`src/rtl/mem_arbiter.sv`:
```
// Round-robin arbiter sharing one main-memory port
// between a data-side and an instruction-side requester.
module mem_arbiter #(
  parameter int LATENCY = 20
) (
  input  logic        clk,
  input  logic        reset,
  input  logic        d_req,
  input  logic        d_we,
  input  logic [31:0] d_addr,
  input  logic [31:0] d_wdata,
  output logic [31:0] d_rdata,
  output logic        d_done,
  input  logic        i_req,
  input  logic [31:0] i_addr,
  output logic [31:0] i_rdata,
  output logic        i_done,
  output logic        mem_en,
  output logic        mem_we,
  output logic [31:0] mem_addr,
  output logic [31:0] mem_wdata,
  input  logic [31:0] mem_rdata,
  output logic        busy
);

  typedef enum logic [1:0] {
    S_IDLE,
    S_BUSY,
    S_DONE
  } state_t;

  localparam logic [7:0] LOAD = 8'(LATENCY - 1);

  state_t      r_state;
  state_t      w_next;
  logic [7:0]  r_cnt;
  logic        r_last_d;
  logic        r_sel_d;
  logic        r_we;
  logic [31:0] r_addr;
  logic [31:0] r_wdata;
  logic [31:0] r_d_rdata;
  logic [31:0] r_i_rdata;
  logic        w_gnt_d;
  logic        w_gnt_i;
  logic        w_last;

  assign w_last = (r_state == S_BUSY) && (r_cnt == 8'd0);

  // Ties go to whichever side was not served last.
  always_comb begin
    w_next  = r_state;
    w_gnt_d = 1'b0;
    w_gnt_i = 1'b0;
    unique case (r_state)
      S_IDLE: begin
        if (d_req && (!i_req || !r_last_d)) begin
          w_gnt_d = 1'b1;
          w_next  = S_BUSY;
        end else if (i_req) begin
          w_gnt_i = 1'b1;
          w_next  = S_BUSY;
        end
      end
      S_BUSY: begin
        if (r_cnt == 8'd0) w_next = S_DONE;
      end
      S_DONE:  w_next = S_IDLE;
      default: w_next = S_IDLE;
    endcase
  end

  always_ff @(posedge clk) begin
    if (reset) begin
      r_state   <= S_IDLE;
      r_cnt     <= 8'd0;
      r_last_d  <= 1'b0;
      r_sel_d   <= 1'b0;
      r_we      <= 1'b0;
      r_addr    <= '0;
      r_wdata   <= '0;
      r_d_rdata <= '0;
      r_i_rdata <= '0;
    end else begin
      r_state <= w_next;
      if (w_gnt_d) begin
        r_sel_d  <= 1'b1;
        r_last_d <= 1'b1;
        r_we     <= d_we;
        r_addr   <= d_addr;
        r_wdata  <= d_wdata;
        r_cnt    <= LOAD;
      end else if (w_gnt_i) begin
        r_sel_d  <= 1'b0;
        r_last_d <= 1'b0;
        r_we     <= 1'b0;
        r_addr   <= i_addr;
        r_wdata  <= '0;
        r_cnt    <= LOAD;
      end else if (r_state == S_BUSY && r_cnt != 8'd0) begin
        r_cnt <= r_cnt - 8'd1;
      end
      if (w_last && !r_we) begin
        if (r_sel_d) r_d_rdata <= mem_rdata;
        else         r_i_rdata <= mem_rdata;
      end
    end
  end

  assign mem_en    = (r_state == S_BUSY);
  assign mem_we    = (r_state == S_BUSY) && r_we;
  assign mem_addr  = r_addr;
  assign mem_wdata = r_wdata;
  assign d_done    = (r_state == S_DONE) && r_sel_d;
  assign i_done    = (r_state == S_DONE) && !r_sel_d;
  assign d_rdata   = r_d_rdata;
  assign i_rdata   = r_i_rdata;
  assign busy      = (r_state != S_IDLE);

endmodule

```
`config.mk`:
```
export PLATFORM = sky130hd
export DESIGN_NAME = mem_arbiter
export DESIGN_NICKNAME = d
export VERILOG_FILES = /design/src/rtl/mem_arbiter.sv
export SDC_FILE = /design/constraint.sdc
export NUM_CORES = 1
export LEC_CHECK = 0
export CORE_MARGIN = 3
export CORE_UTILIZATION = 40
export DETAILED_ROUTE_END_ITERATION = 7
export PLACE_DENSITY = 0.79
export SYNTH_ARGS = -nofsm -noshare
export SYNTH_HDL_FRONTEND = slang
export SYNTH_SLANG_ARGS = --single-unit
```
`constraint.sdc`:
```
create_clock -name clk -period 2 [get_ports clk]
set_input_delay 0.3 -clock clk [delete_from_list [all_inputs] [get_ports clk]]
set_output_delay 0.3 -clock clk [all_outputs]
set_load 0.02 [all_outputs]
```
* Word level (Yosys, flattened, before mapping) *
Cells that the tools add are included.

word-level totals
  register bits after elaboration = 140
  bits in latches = 0
  RAM bits = 0
  ROM bits = 0
  bits of input ports = 133
  output and inout bits = 133
  logic and storage cells = 55
  memories kept = 0

operators by class
  add/sub/neg operators = 1
  $mul = 0
  divide/modulo/power cells = 0
  $lt $le $gt $ge = 0
  equality and inequality tests = 4
  shifts and indexed selects = 0
  multiplexer cells = 19
  bitwise operators = 1
  reduce and logical (&&, ||, !) cells = 21

operator list
  cell                                                                      count
  32-bit 2-to-1 mux                                                         4
  5-bit 2-to-1 mux                                                          3
  8-bit zero test                                                           1
  1-bit 2-to-1 mux                                                          8
  8-bit nonzero test                                                        1
  8-bit by 1-bit subtractor with 8-bit output (second input constant)       1
  1-bit logical AND                                                         7
  2-bit 2-to-1 mux                                                          3
  2-bit AND reduction                                                       3
  2-bit case mux with 2 select lines                                        1
  2-bit nonzero test                                                        2
  1-bit zero test                                                           3
  3-bit inequality test (second input constant)                             1
  3-bit nonzero test                                                        1
  3-bit OR reduction                                                        1
  2-bit by 1-bit equality test with 1-bit output (second input constant)    1
  2-bit equality test (second input constant)                               1
  2-bit zero test                                                           1
  2-bit by 1-bit inequality test with 1-bit output (second input constant)  1
  1-bit logical OR                                                          1
  1-bit inverter                                                            1

* Longest topological paths before layout *
  depth after elaboration = 7
  depth in mapped cells = 8
  gate-level depth less buffers = 6

* Least setup slack after synthesis *
No wires, ideal clock.

  kind = flip-flop to flip-flop
  start point = reg r_cnt[0]
  end point = reg r_i_rdata[1], in the netlist i_rdata[1]
  data arrival time = 1542 ps
  data required time = 1872 ps
  slack = 330 ps
  stages on the path, launching flop included = 9
  buffers on the path = 2
  clock period less this slack = 1670 ps
  cells stage by stage = dfxtp_1 > inv_1 > ha_1 > nor3b_2 > and4_1 > buf_4 > buf_6 > mux2i_1 > nor2_1

between the ends
  longest elaborated chain between the ends = 4

ends and longest elaborated chain
  item                           line  text
  from (decl)                    36    logic [7:0] r_cnt;
  from (signal assigned)         101   r_cnt <= r_cnt - 8'd1;
  8-bit zero test                48    assign w_last = (r_state == S_BUSY) && (r_cnt == 8'd0);
  1-bit logical AND              48
  1-bit logical AND              103   if (w_last && !r_we) begin
  2-bit AND reduction (no line)  --
  to (signal assigned)           105   else r_i_rdata <= mem_rdata;
  to (decl)                      43    logic [31:0] r_i_rdata;

No other way between the ends.
A chain may end at the register's enable or synchronous reset.

* Worst setup path after layout *
  start point = reg r_cnt[0]
  end point = reg r_i_rdata[29], in the netlist i_rdata[29]

The elaborated chain is that of the path after synthesis.

==> qor.csv <==
stage,metric,value,unit
drt,Final ANT Viol Nets,0,
worst_setup_path,Crit Reg-Reg Endpoint,i_rdata[29],
hold_path,WHS Endpoint,r_sel_d,
synthesis,Yosys warning count,0,
timing,Final setup viols,0,
synthesis,Post-synth EDFFs,0,
timing,max frequency,530,MHz
run,Max-cap violations,0,
placed_design,worst slack at placement,-0.289,ns
status,status,"complete, no violations",
cells_and_area,post-route cell area,8670,um2
timing,Final min period,1.89,ns
timing,slew margin rel.,49.5,%
hold_path,Hold Path Origin,reset,
cells_and_area,ANT cells,0,
floorplan,core region area,12700,um2
synthesis,post-synthesis sequential area ratio,53.4,%
cells_and_area,area grow syn2layout,65.3,%
drt,DR pass1 iterations,6,
cts,Clock Latency Late Sink,0.41,ns
cts,clock root buffer,clkbuf_16,
synthesis,synthesized area,5250,um2
worst_setup_path,worst-case reg-to-reg path depth,7,
timing,skew final,0.00730,ns
floorplan,starting density of the core,41.2,%
drt,vias per cell,5.01,
synthesis,Yosys cell types,48,
hold_path,HP Class,input port to flop,
power_and_ir_drop,Power Total,8.32,mW
worst_setup_path,Reg-to-Reg Start,r_cnt[0],
grt,pin count of the biggest net entering global routing,74,
placed_design,Routability Congestion,0.847,
cells_and_area,share of layout cells above drive strength 1,7.26,%
cts,Hold Buf Count CTS,0,
grt,initial antenna violation count,0,
drt,per-cell routed wire length,16.0,um
cts,clock slew at reported path FFs,0.06,ns
placed_design,dpl cell area,8060,um2
power_and_ir_drop,Max VDD drop,0.498,mV
grt,first-pass GRT wire length,24100,um
cts,htree depth,4,
worst_setup_path,CP Data Required Time,2.25,ns
floorplan,die height,121,um
grt,GR Overflow Total,0,
placed_design,Port Buffers,265,
cts,maximum clock path buffer count,2,
timing,post-route setup slack,0.115,ns
synthesis,register bit total from synthesis,140,
cts,Num CTS Buffers,17,
synthesis,Synth Flop Type,dfxtp_1,
hold_path,Hold Path Depth,3,
grt,vias in the first global route,4901,
timing,measured slew at the worst slew-check pin,0.756,ns
drt,# DRC,0,
floorplan,# rows,41,
cts,CTS Sinks,140,
timing,Fin. Hold Viols,0,
floorplan,die area,14500,um2
synthesis,syn avg cell area,9.88,um2
grt,All-Layer GR Usage,20.8,%
worst_setup_path,CP endpoint kind,flop,
cts,Post CTS Setup Buffer Count,0,
worst_setup_path,Worst Setup Start Kind,flop,
worst_setup_path,r2r setup slk,0.11,ns
cts,CTS tree,built,
drt,routed via count,4869,
worst_setup_path,WP data arrival,2.14,ns
synthesis,synthesized instance count,531,
timing,Final Cycle Share,94.3,%
floorplan,IO Count,266,
timing,RSZ-0062 raised after global routing,no,
worst_setup_path,worst-path maximum fanout,16,
timing,"Slew Viols, Final",0,
power_and_ir_drop,Leakage Power,3.51,nW
power_and_ir_drop,Power Dens Cells,959,nW/um2
drt,DR iter-0 viols,282,
timing,Hold WS,0.378,ns
placed_design,detailed placement HPWL,11300,um
floorplan,Die W,121,um
drt,Post-Route WL,15600,um
synthesis,post-synthesis async set-or-reset flop share,0,%
cells_and_area,# fillers,1009,
worst_setup_path,crit path kind,flop to flop,
timing,TNS Setup,0,ns
cells_and_area,final layout net count,922,
synthesis,net count after synthesis,666,
-- state kept, by name, summed over array words and instances, names as in the netlist --
signal and flops:
mem_wdata 32, r_cnt 8, d_rdata 32, i_rdata 32
r_we 1, mem_addr 32, r_state 2, r_sel_d 1
-- worst max path at each step --
stage                     from            end  slack [ns]
finish                r_cnt[0]    i_rdata[29]        0.11
global route          r_cnt[0]    i_rdata[29]       0.005
CTS                 r_state[0]           busy       0.004
detailed placement       i_req  mem_wdata[30]       -0.29
global placement         i_req   mem_wdata[1]       -0.23
floorplan             r_cnt[0]     i_rdata[1]        0.33
-- metrics by stage --
step	utilization, %	instances
final	68.2	971
after global routing	68.2	971
after CTS	67.9	970
after detailed placement	63.4	939
after global placement	63.4	939
after floorplan	-	531
-- logic make-up after synthesis --
| kind of cell | synth area share, % |
|---|---|
| adders and majority gates | 0.477 |
| xor gates and xnor gates | 0.668 |
| muxes | 12.2 |
| and+or+nand+nor | 16.1 |
| buffers and inverters | 4.22 |
| AOI/OAI and AO/OA | 12.9 |
| DFF | 53.4 |
-- cell type report --
| cell class | count | area (um2) | area share, % |
|---|---|---|---|
| Sequential cell | 140 | 2800 | 32.3 |
| Clock inverter | 7 | 88.8 | 1.02 |
| Clock buffer | 24 | 482 | 5.55 |
| Multi-Input combinational cell | 346 | 2250 | 25.9 |
| Inverter | 5 | 18.8 | 0.216 |
| Tap cell | 172 | 215 | 2.48 |
| Timing Repair Buffer | 277 | 2820 | 32.5 |
-- layout by cell type (no fill, tap or decap), types with 2 or more instances in the layout --
cell type / Yosys / layout
a21oi_1: 4 / 4
a22o_1: 33 / 33
a311oi_1: 32 / 32
buf_12: 0 / 5
buf_4: 1 / 7
bufinv_16: 0 / 2
clkbuf_1: 17 / 4
clkbuf_16: 0 / 18
clkbuf_8: 0 / 3
clkdlybuf4s50_1: 0 / 259
clkinv_2: 0 / 4
dfxtp_1: 140 / 139
dlygate4sd2_1: 0 / 4
ha_1: 2 / 2
inv_1: 4 / 4
mux2i_1: 64 / 63
nand2_1: 66 / 66
nand3_1: 2 / 2
nor2_1: 105 / 103
nor2_2: 1 / 2
nor3_1: 3 / 3
o211ai_1: 2 / 2
xor2_1: 3 / 3
-- metal layers --
layer	vias up	track usage [%]	share of wire [%]	wire length [um]
met3	26	7.58	8.7	1360
met2	219	35.1	48	7490
li1	2374	-	-	-
met4	0	8.85	2.4	378
met1	2250	23.6	41	6350
met5	-	0	0	0
-- critical path, stage by stage, from the launching register on --
cell	delay, ns
dfxtp_1	0.33
inv_1	0.10
ha_1	0.17
nor3b_4	0.28
and4_4	0.32
buf_12	0.18
mux2i_2	0.26
nor2_1	0.08
-- cells in the mapped netlist (2+ instances only) --
cell type,instances,area share (%)
ha_1,2,0.48
o211ai_1,2,0.29
a21oi_1,4,0.38
nor3_1,3,0.29
a311oi_1,32,5.3
and2_1,2,0.24
dfxtp_1,140,53
nand2_1,66,4.7
buf_1,3,0.21
nand3_1,2,0.19
xor2_1,3,0.50
buf_2,15,1.4
mux2i_1,64,12
buf_6,4,0.86
nor2_1,105,7.5
clkbuf_1,17,1.2
inv_1,4,0.29
a22o_1,33,5.5
-- report_power, final --
group          total, mW  internal (mW)  switching, mW  leakage [nW]
Clock               3.01           1.92           1.09         0.284
Sequential          3.22           3.05          0.167          1.14
Combinational       2.08           1.04           1.04          2.08
Total               8.32           6.02           2.30          3.51
-- timing repair --
action,CTS,global route
setup endpoints to repair,39,7
gates resized for setup,7,3
gates cloned,0,1
No activity file was read; power rests on OpenSTA's default activity.
==> RTL change 1, RTL diff (config.mk and constraints unchanged) <==
Reset style: asynchronous (`reset`), changed in one clocked block.
--- a/src/rtl/mem_arbiter.sv
+++ b/src/rtl/mem_arbiter.sv
@@ -70,7 +70,7 @@
     endcase
   end
 
-  always_ff @(posedge clk) begin
+  always_ff @(posedge clk or posedge reset) begin
     if (reset) begin
       r_state   <= S_IDLE;
       r_cnt     <= 8'd0;
Formal check against the unedited RTL: differs if reset is asserted again (counterexample within 4 cycles, from zero or initial values and one cycle with reset high); with reset held inactive, the same outputs for 10 cycles.
==> RTL change 1 against the original RTL <==
Synthesized area increased by 14%; via count decreased by 6.4%; sequential cell count unchanged; worst setup slack got worse by 0.037 ns; final area increased by 11%; wire length increased by 5.0%; critical path type unchanged.
Power is not compared: it rests on default switching activity, and its combinational part moved more than twofold at a synthesized area within 25%.
==> RTL change 1: results (changes against the original RTL) <==
status finished, final reports clean; CORE AREA 14,600 um2 (+15%); number of global-route vias before repair 4,778 (-2.5%); Worst Skew 0.00777 ns (+0.000468 ns); Synth Area in Compound Gates 12.2% (-0.71 points); total track usage 19.6% (-1.2 points); CP max FO 8 (-8); Hold WC Path Type in2async; post-synthesis mux area share 21.8% (+9.6 points); FF-to-FF Start r_cnt[0]$_DFFE_PP0P_; DR WL/cell 18.3 um (+14%); Critical R2R Capture d_rdata[22]$_DFFE_PP0P_; Post-synth ARST share 100% (+100 points); maximum number of pins on one net before global-route repair 78 (+5.4%); met1 Resource Use GR 24.8% (+1.2 points); syn nets 558 (-16%); share of cells above drive strength 1 18.9% (+12 points); Post-Synth XOR/XNOR Area 0% (-0.67 points); post-synthesis adder-cell area fraction 0.417% (-0.060 points); metal3 WL 1280 um (-5.8%); met2 Use GR 32.1% (-3.0 points); reg2reg setup slack 0.08 ns (-0.04 ns); fill cell count 1,051 (+4.2%); Min Hold Slack 0.363 ns (-0.0145 ns); Placer Congestion 0.787 (-7.1%); total number of vias 4,558 (-6.4%); M1 wire length 6680 um (+5.2%); DR iter-0 viols 241 (-15%); hpwl dp 11,500 um (+2.3%); Area contributors post-synth dfrtp_1, mux2_4, mux2i_1; max_slew headroom 66.8% (+17 points); area leader, netlist dfrtp_1; Pre-antenna DRT Iters 5 (-1); critical path arrival 2.22 ns (+0.08 ns); Synth cell types 42 (-13%); global-route wire length before repair 25,500 um (+5.6%); sequential area share after synthesis 58.4% (+4.9 points); Met2 Wirelength 8130 um (+8.5%); post-layout net count 832 (-9.8%); global routing met3 resource utilization 6.31% (-1.3 points)
==> RTL change 1: cell type report <==
| class | instances | area, um2 | share of cell area [%] |
|---|---|---|---|
| Sequential cell | 140 | 3510 | 36.3 |
| Timing Repair Buffer | 284 | 2920 | 30.2 |
| Multi-Input combinational cell | 250 | 2340 | 24.3 |
| Clock buffer | 17 | 425 | 4.40 |
| Tap cell | 184 | 230 | 2.38 |
| Clock inverter | 14 | 218 | 2.25 |
| Inverter | 4 | 18.8 | 0.194 |
==> RTL change 1: worst max-delay path, cell delays in order, from the launching register on <==
cell	delay [ns]
dfrtp_1	0.42
inv_2	0.08
ha_2	0.20
nor3b_4	0.20
buf_4	0.17
nand4_4	0.18
clkbuf_16	0.26
mux2_4	0.30
==> RTL change 1: metrics by stage <==
stage / util (%) / instances / worst slack [ns] / area, um2 / power, mW
final: 66.2 / 893 / 0.0771 / 9660 / 15.7
after global routing: 66.2 / 893 / -0.0192 / 9660 / 16.5
after CTS: 65.7 / 889 / 0.0925 / 9580 / 15.7
after detailed placement: 61.3 / 858 / 0.128 / 8940 / 12.3
after global placement: 61.3 / 858 / 0.176 / 8940 / 12.1
after floorplan: - / 423 / -0.0491 / 6010 / 8.73
==> RTL change 1: timing repair <==
| item | in CTS | in global routing |
|---|---|---|
| resized for setup | 8 | 4 |
| endpoints found under the setup margin | 5 | 8 |
| gates cloned | 0 | 3 |
| buffers inserted | 0 | 1 |
==> RTL change 1: where the power goes <==
part	internal [mW]	switching [mW]	leakage (nW)
clock	2.21	1.20	0.306
combinational	3.84	3.39	2.32
sequential	4.14	0.900	1.71
total	10.2	5.49	4.33
==> RTL change 2, RTL diff (same flow settings) <==
Made on the original files. Set the parameter `LATENCY` to 19 (it was 20).
--- a/src/rtl/mem_arbiter.sv
+++ b/src/rtl/mem_arbiter.sv
@@ -1,7 +1,7 @@
 // Round-robin arbiter sharing one main-memory port
 // between a data-side and an instruction-side requester.
 module mem_arbiter #(
-  parameter int LATENCY = 20
+  parameter int LATENCY = 19
 ) (
   input  logic        clk,
   input  logic        reset,
Formal check against the unedited RTL: no difference found for any inputs over 4 cycles, from zero or initial values and one cycle with reset high; that may be too few to reach the edited logic, so the function may still have changed.
==> RTL change 2 against the original RTL <==
Utilization down 0.41 points; worst hold slack worse by 0.015 ns; die area down 0.41%; fmax down 0.45%; sequential cell count unchanged; final area down 1.0%; synthesized area down 0.43%; non-clock buffer count down 4; worst setup slack worse by 0.0084 ns; cell count down 0.72%; wire length down 4.8%; power up 7.1%; combinational power up 25%; largest cell class is now flip-flops and latches; largest power group unchanged; highest routed layer unchanged.
==> RTL change 2: results (changes against the original RTL) <==
post-synthesis mux area share 12.3% (+0.053 points); max_slew headroom 50.7% (+1.2 points); Max stage delay on crit path 0.60 ns (+0.27 ns); DR WL/cell 15.4 um (-4.2%); critical path arrival 1.59 ns (-0.55 ns); # clk buffers 22 (-8.3%); Synth Area in Compound Gates 12.5% (-0.38 points); power after layout 8.91 mW (+7.1%); sequential cell area share 32.6% (+0.31 points); Comb group 2.60 mW (+25%); metal3 WL 1380 um (+1.5%); share of cells above drive strength 1 5.68% (-1.6 points); post-synthesis adder-cell area fraction 0.479% (+0.0021 points); met2 Use GR 34.2% (-0.89 points); Clk. pwr 2.96 mW (-2%); Min Hold Slack 0.363 ns (-0.0149 ns); met1 Resource Use GR 23.1% (-0.58 points); Worst Skew 0.00873 ns (+0.00143 ns); Cells after Synth 530 (-0.19%); multi-input combinational area share 25.8% (-0.075 points); Placer Congestion 0.781 (-7.8%); global-route wire length before repair 23,400 um (-2.9%); share of the synthesized area in the top cell type 53.6% (+0.23 points); status finished, final reports clean; CP delay by family, top buffers and inverters; Vias per Instance 4.98 (-0.68%); post-cts repair resize count 3 (-4); reg2reg setup slack 0.14 ns (+0.03 ns); dpl ws -0.301 ns (-0.0112 ns); total number of vias 4,801 (-1.4%); maximum number of pins on one net before global-route repair 65 (-12%); Multi-input comb cells 345 (-0.29%); Critical R2R Capture i_rdata[30]$_SDFFE_PP0P_; global routing met3 resource utilization 7.95% (+0.37 points); maximum VDD drop 0.534 mV (+7.3%); NonClk Buf Share 32.3% (-0.17 points)
[RTL change 2: cell types whose count changed in the layout (fill, tap and decap cells not counted), moves of 2 or more]
cell           unedited run  this run
or2_1                     0         2
buf_4                     7         4
nor2_1                  103       105
clkinv_2                  4         2
clkinvlp_4                0         3
dlygate4sd2_1             4         2
[RTL change 2: how the worst max path moves through the flow]
stage | startpoint | end | slack [ns] | depth (start not counted)
2_1_floorplan | r_cnt[0]$_SDFFE_PP0P_ | i_rdata[1]$_SDFFE_PP0P_ | 0.36 | 8
3_3_place_gp | i_req | mem_wdata[28]$_SDFFE_PP0P_ | -0.20 | 5
3_5_place_dp | i_req | mem_wdata[8]$_SDFFE_PP0P_ | -0.30 | 5
4_1_cts | r_state[1]$_SDFFE_PP0P_ | i_done | 0.01 | 3
5_1_grt | r_state[0]$_SDFFE_PP0P_ | busy | 0.02 | 3
6_report | r_state[0]$_SDFFE_PP0P_ | busy | 0.11 | 3
